File: config.mk
export PLATFORM = sky130hd
export DESIGN_NAME = wb_cmd_master
export DESIGN_NICKNAME = d
export VERILOG_FILES = /design/src/rtl/wb_cmd_master.sv
export SDC_FILE = /design/constraint.sdc
export NUM_CORES = 1
export LEC_CHECK = 0
export BUFFER_PORTS_ARGS = -buffer_cell sky130_fd_sc_hd__buf_2
export CAP_MARGIN = 20
export CORE_MARGIN = 2
export CORE_UTILIZATION = 41
export CTS_CLUSTER_DIAMETER = 200
export DETAILED_ROUTE_END_ITERATION = 8
export GPL_TIMING_DRIVEN = 0
export PLACE_DENSITY_LB_ADDON = 0.15
export SYNTH_ARGS = -nofsm -noshare
export SYNTH_HDL_FRONTEND = slang
export SYNTH_SLANG_ARGS = --single-unit
File: constraint.sdc
create_clock -name clk_i -period 1.6 [get_ports clk_i]
set_input_delay 0.24 -clock clk_i [delete_from_list [all_inputs] [get_ports clk_i]]
set_output_delay 0.24 -clock clk_i [all_outputs]
set_load 0.05 [all_outputs]
File: src/rtl/wb_cmd_master.sv
// Wishbone classic initiator: takes one command word, runs a single bus cycle
// (ack, err or timeout) and hands back one response word.
module wb_cmd_master #(
  parameter int ADDR_WIDTH     = 32,
  parameter int TIMEOUT_CYCLES = 255,
  parameter int CNT_WIDTH      = 8
) (
  input  logic                  clk_i,
  input  logic                  rst_i,
  // Command/response streams: a word moves on any rising edge where valid and
  // ready are both high; valid never waits on ready, and a presented word is
  // held unchanged until it moves.
  input  logic                  cmd_valid_i,
  output logic                  cmd_ready_o,
  input  logic                  cmd_we_i,
  input  logic [ADDR_WIDTH-1:0] cmd_adr_i,
  input  logic [31:0]           cmd_dat_i,
  input  logic [3:0]            cmd_sel_i,
  output logic                  rsp_valid_o,
  input  logic                  rsp_ready_i,
  output logic [31:0]           rsp_dat_o,
  output logic                  rsp_err_o,
  output logic                  rsp_timeout_o,
  output logic [ADDR_WIDTH-1:0] wb_adr_o,
  output logic [31:0]           wb_dat_o,
  output logic                  wb_we_o,
  output logic [3:0]            wb_sel_o,
  output logic                  wb_stb_o,
  output logic                  wb_cyc_o,
  input  logic [31:0]           wb_dat_i,
  input  logic                  wb_ack_i,
  input  logic                  wb_err_i,
  output logic [1:0]            state_o
);

  typedef enum logic [1:0] {
    S_IDLE = 2'd0,
    S_BUS  = 2'd1,
    S_RESP = 2'd2
  } state_t;

  localparam logic [CNT_WIDTH-1:0] TMO_LAST = CNT_WIDTH'(TIMEOUT_CYCLES - 1);
  localparam logic [CNT_WIDTH-1:0] CNT_MAX  = '1;
  localparam bit                   TMO_EN   = (TIMEOUT_CYCLES != 0);

  state_t                state_q, state_d;
  logic                  cyc_q;
  logic [CNT_WIDTH-1:0]  cnt_q;
  logic [ADDR_WIDTH-1:0] adr_q;
  logic [31:0]           dat_q;
  logic                  we_q;
  logic [3:0]            sel_q;
  logic [31:0]           rsp_dat_q;
  logic                  rsp_err_q;
  logic                  rsp_tmo_q;
  logic                  accept;
  logic                  launch;
  logic                  tmo_hit;
  logic                  term;

  assign accept  = (state_q == S_IDLE) && cmd_valid_i;
  // First BUS cycle only raises cyc; terminations are looked at once cyc is up.
  assign launch  = (state_q == S_BUS) && !cyc_q;
  assign tmo_hit = TMO_EN && (cnt_q == TMO_LAST);
  assign term    = (state_q == S_BUS) && cyc_q && (wb_err_i || wb_ack_i || tmo_hit);

  always_ff @(posedge clk_i) begin
    if (rst_i) begin
      state_q <= S_IDLE;
    end else begin
      state_q <= state_d;
    end
  end

  always_comb begin
    state_d = state_q;
    unique case (state_q)
      S_IDLE:  if (cmd_valid_i) state_d = S_BUS;
      S_BUS:   if (term) state_d = S_RESP;
      S_RESP:  if (rsp_ready_i) state_d = S_IDLE;
      default: state_d = S_IDLE;
    endcase
  end

  always_ff @(posedge clk_i) begin
    if (rst_i) begin
      cyc_q     <= 1'b0;
      cnt_q     <= '0;
      adr_q     <= '0;
      dat_q     <= '0;
      we_q      <= 1'b0;
      sel_q     <= '0;
      rsp_dat_q <= '0;
      rsp_err_q <= 1'b0;
      rsp_tmo_q <= 1'b0;
    end else begin
      if (accept) begin
        adr_q <= cmd_adr_i;
        dat_q <= cmd_dat_i;
        we_q  <= cmd_we_i;
        sel_q <= cmd_sel_i;
      end
      if (launch) begin
        cyc_q <= 1'b1;
        cnt_q <= '0;
      end else if (term) begin
        // err beats a simultaneous ack; timeout only when neither arrived
        cyc_q     <= 1'b0;
        rsp_err_q <= wb_err_i;
        rsp_tmo_q <= !wb_err_i && !wb_ack_i;
        rsp_dat_q <= (wb_ack_i && !wb_err_i && !we_q) ? wb_dat_i : 32'd0;
      end else if (cyc_q && (cnt_q != CNT_MAX)) begin
        cnt_q <= cnt_q + CNT_WIDTH'(1);
      end
      if ((state_q == S_RESP) && rsp_ready_i) begin
        rsp_dat_q <= '0;
        rsp_err_q <= 1'b0;
        rsp_tmo_q <= 1'b0;
      end
    end
  end

  always_comb begin
    cmd_ready_o   = (state_q == S_IDLE);
    rsp_valid_o   = (state_q == S_RESP);
    rsp_dat_o     = rsp_dat_q;
    rsp_err_o     = rsp_err_q;
    rsp_timeout_o = rsp_tmo_q;
    wb_adr_o      = adr_q;
    wb_dat_o      = dat_q;
    wb_we_o       = (state_q == S_BUS) && we_q;
    wb_sel_o      = (state_q == S_BUS) ? sel_q : 4'h0;
    wb_cyc_o      = cyc_q;
    wb_stb_o      = cyc_q;
    state_o       = state_q;
  end

endmodule

==> results.yml <==
status:
  status: "complete, but fails checks"
  violations: "setup timing"
place:
  dp.cells: 883
  gp_congestion: 0.805
  dpl.hpwl_um: 9030
  place.port_buffers: 215
timing:
  period_minus_slack_ns: 1.71
  tightest_slew_ns: 0.625
  setup_ws_ns: -0.107
  fmax_mhz: 586
  setup_tns_ns: -0.535
  slew_headroom: 0.583
  fin_worst_skew_ns: 0.00762
  final_hold_viol_count: 0
  setup_violations: 6
  slew_violations: 0
  rsz0062_at_grt: "yes"
  finalCritPeriodShare: 1.07
floorplan:
  num_io_pins: 216
  die_area_um2: 11200
  fp-row-count: 37
  start_util: 0.417
  die_w_um: 106
  die_h_um: 106
  coreArea_um2: 10200
synth:
  yosys_register_bits: 114
  muxShareOfSynthArea: 0.00235
  ys_warn_count: 0
  syn_area_um2: 4250
  yosysSeqAreaShare: 0.537
  synth-simple-area-share: 0.210
  synth_area_per_cell_um2: 7.99
  synth_adder_area_share: 0.00589
  synthCells: 532
  synth_compound_area_frac: 0.205
  synth_xor_area_frac: 0
  synth.distinct_cells: 38
  synth_top_family_by_area: "simple AND/OR/NAND/NOR gates"
  synth_fp_nets: 641
detailed_routing:
  wl_per_cell_um: 14.3
  drt_iter0_markers: 243
  drc: 0
  routed_wl_um: 14800
  drt-pass1-iter-count: 5
  drtAntennaViolNets: 0
  via_per_inst: 4.91
  vias: 5077
global_route:
  grt_pass1_wl_um: 22500
  antenna_found_initial: 0
  first_global_vias: 4921
  gr-total-overflow: 0
  track_usage: 0.252
  grt_max_degree: 17
power_and_ir_drop:
  leakagePower_nw: 3.44
  p_per_area_nw_per_um2: 1110
  ir_drop_mv: 0.752
cts:
  clkTransAtPathRegs_ns: 0.05
  cts-root-buf: "clkbuf_8"
  tritoncts: "built"
  cts.sinks: 114
  clkLatencyLatePin_ns: 0.50
  cts_made_buffers: 17
  cts_buffer_depth: 2
  h-tree-depth: 4
final_layout:
  register_area_um2: 2290
  fin_cells: 1033
  fillers: 729
  drive_gt1_frac: 0.359
  multi_input_area_um2: 1910
  nNetsFinal: 993
  diodes: 0
  areaGrowthSynthToFinish_pct: 77.3
setup_path:
  r2r_slack_ns: -0.01
  cp-start-kind: "register"
  crit_type: "reg -> out"
  endpoint_kind: "output port"
  cp_data_required_time_ns: 1.36
  cp_max_fo: 6
  reg2reg_depth: 5
  crit_arrival_ns: 1.47
worst_hold_path:
  hold_path_depth: 3
  hp-class: "in -> reg"
flow_run:
  max_cap_viol_count: 0
critical path: stages (launching register included):
cell     delay (ns)
dfxtp_4        0.35
and2b_4        0.31
and2_4         0.16
buf_8          0.14
flip-flops by register name (all words and copies together) (netlist names):
name and cells:
rsp_dat_o 32, wb_adr_o 32, wb_dat_o 32, cnt_q 8
sel_q 4, state_o 2, rsp_err_o 1, rsp_timeout_o 1
wb_cyc_o 1, we_q 1
layout make-up:
type,instances,share of cell area
Buffer,37,0.0319
Timing Repair Buffer,334,0.306
Sequential cell,114,0.304
Clock inverter,12,0.0204
Clock buffer,20,0.0606
Multi-Input combinational cell,378,0.253
Inverter,2,0.000996
Tap cell,136,0.0226
cell families (layout without fill, tap and decap cells):
kind of cell | count (synthesis) | in the layout
simple gates | 210 | 211
compound gates | 164 | 164
flops | 114 | 114
buf+inv | 41 | 405
fa+ha+maj | 2 | 2
mux | 1 | 1
Yosys cell counts:
| cell type | number | area (um2) |
|---|---|---|
| a211oi_1 | 2 | 15.0 |
| a21boi_1 | 1 | 7.51 |
| a21o_1 | 1 | 7.51 |
| a21oi_1 | 109 | 546 |
| and2_1 | 7 | 43.8 |
| and2b_1 | 1 | 7.51 |
| and3_1 | 2 | 12.5 |
| and3b_1 | 1 | 8.76 |
| and4_1 | 1 | 8.76 |
| buf_2 | 6 | 30.0 |
| buf_4 | 2 | 15.0 |
| clkbuf_1 | 30 | 113 |
| clkbuf_2 | 1 | 5.00 |
| dfxtp_1 | 114 | 2280 |
| ha_1 | 2 | 25.0 |
| inv_1 | 2 | 7.51 |
| mux2i_1 | 1 | 10.0 |
| nand2_1 | 174 | 653 |
| nand2b_1 | 1 | 6.26 |
| nand3_1 | 3 | 15.0 |
| nand3b_2 | 1 | 11.3 |
| nand4_1 | 2 | 12.5 |
| nor2_1 | 8 | 30.0 |
| nor2_4 | 1 | 11.3 |
| nor2b_1 | 1 | 6.26 |
| nor3b_1 | 1 | 7.51 |
| nor4b_4 | 1 | 23.8 |
| o2111a_2 | 1 | 12.5 |
| o2111ai_1 | 3 | 26.3 |
| o211ai_1 | 2 | 15.0 |
| o21a_1 | 2 | 15.0 |
| o21ai_0 | 39 | 195 |
| o311ai_0 | 1 | 8.76 |
| o31ai_1 | 2 | 15.0 |
| o41ai_1 | 1 | 8.76 |
| or2_2 | 1 | 6.26 |
| or3_1 | 2 | 12.5 |
| or4_1 | 2 | 15.0 |
path summary, 6_finish.rpt:
check	start	endpoint
worst max-delay path	state_o[1]	wb_sel_o[3]
worst min-delay path	wb_err_i	rsp_err_o
worst max register to register	cnt_q[0]	cnt_q[7]
worst min register to register	wb_dat_o[1]	wb_dat_o[1]
through the flow:
stage                     instance area, um2  worst slack [ns]   util  hold WS [ns]  power [mW]
after floorplan                         4300           0.00321      -         0.376        3.91
after detailed placement                5550            -0.250  0.545         0.444        4.29
after global placement                  5550            -0.206  0.545         0.440        4.27
after global routing                    7540            -0.168  0.740        0.0612        8.69
final                                   7540            -0.107  0.740        0.0561        8.37
after CTS                               7340            -0.148  0.721        0.0261        8.34
routing by layer:
metal,wire length (um),track usage,vias to the layer above,share of wire
li1,-,-,2498,-
met1,5770,0.280,2364,0.39
met2,7770,0.439,187,0.53
met3,907,0.0841,28,0.061
met4,316,0.105,0,0.021
met5,0,0,-,0
where the power goes:
| group | internal [mW] | switching, mW | total (mW) |
|---|---|---|---|
| clock | 2.50 | 1.32 | 3.82 |
| sequential | 2.97 | 0.0722 | 3.05 |
| combinational | 0.560 | 0.942 | 1.50 |
| total | 6.04 | 2.33 | 8.37 |
cells in the final DEF, fill, tap and decap left out, types with 4 or more instances in the layout:
cell type,synthesis,final
dfxtp_1,114,110
buf_2,6,208
o21ai_0,39,32
clkbuf_2,1,15
a21oi_1,109,106
nand2_1,174,173
buf_4,2,17
nor2_1,8,6
buf_8,0,7
o21ai_1,0,7
clkbuf_16,0,17
clkinvlp_4,0,4
and2_4,0,5
buf_6,0,13
clkbuf_1,30,10
dlygate4sd3_1,0,101
what timing repair did:
action,CTS,global route
setup endpoints to repair,40,79
cloned,0,2
hold buffers,101,0
buffers inserted,7,10
resized for setup,44,56
endpoints found under the hold margin,101,0
pin swaps,8,17
(Power assumes the default switching activity.)
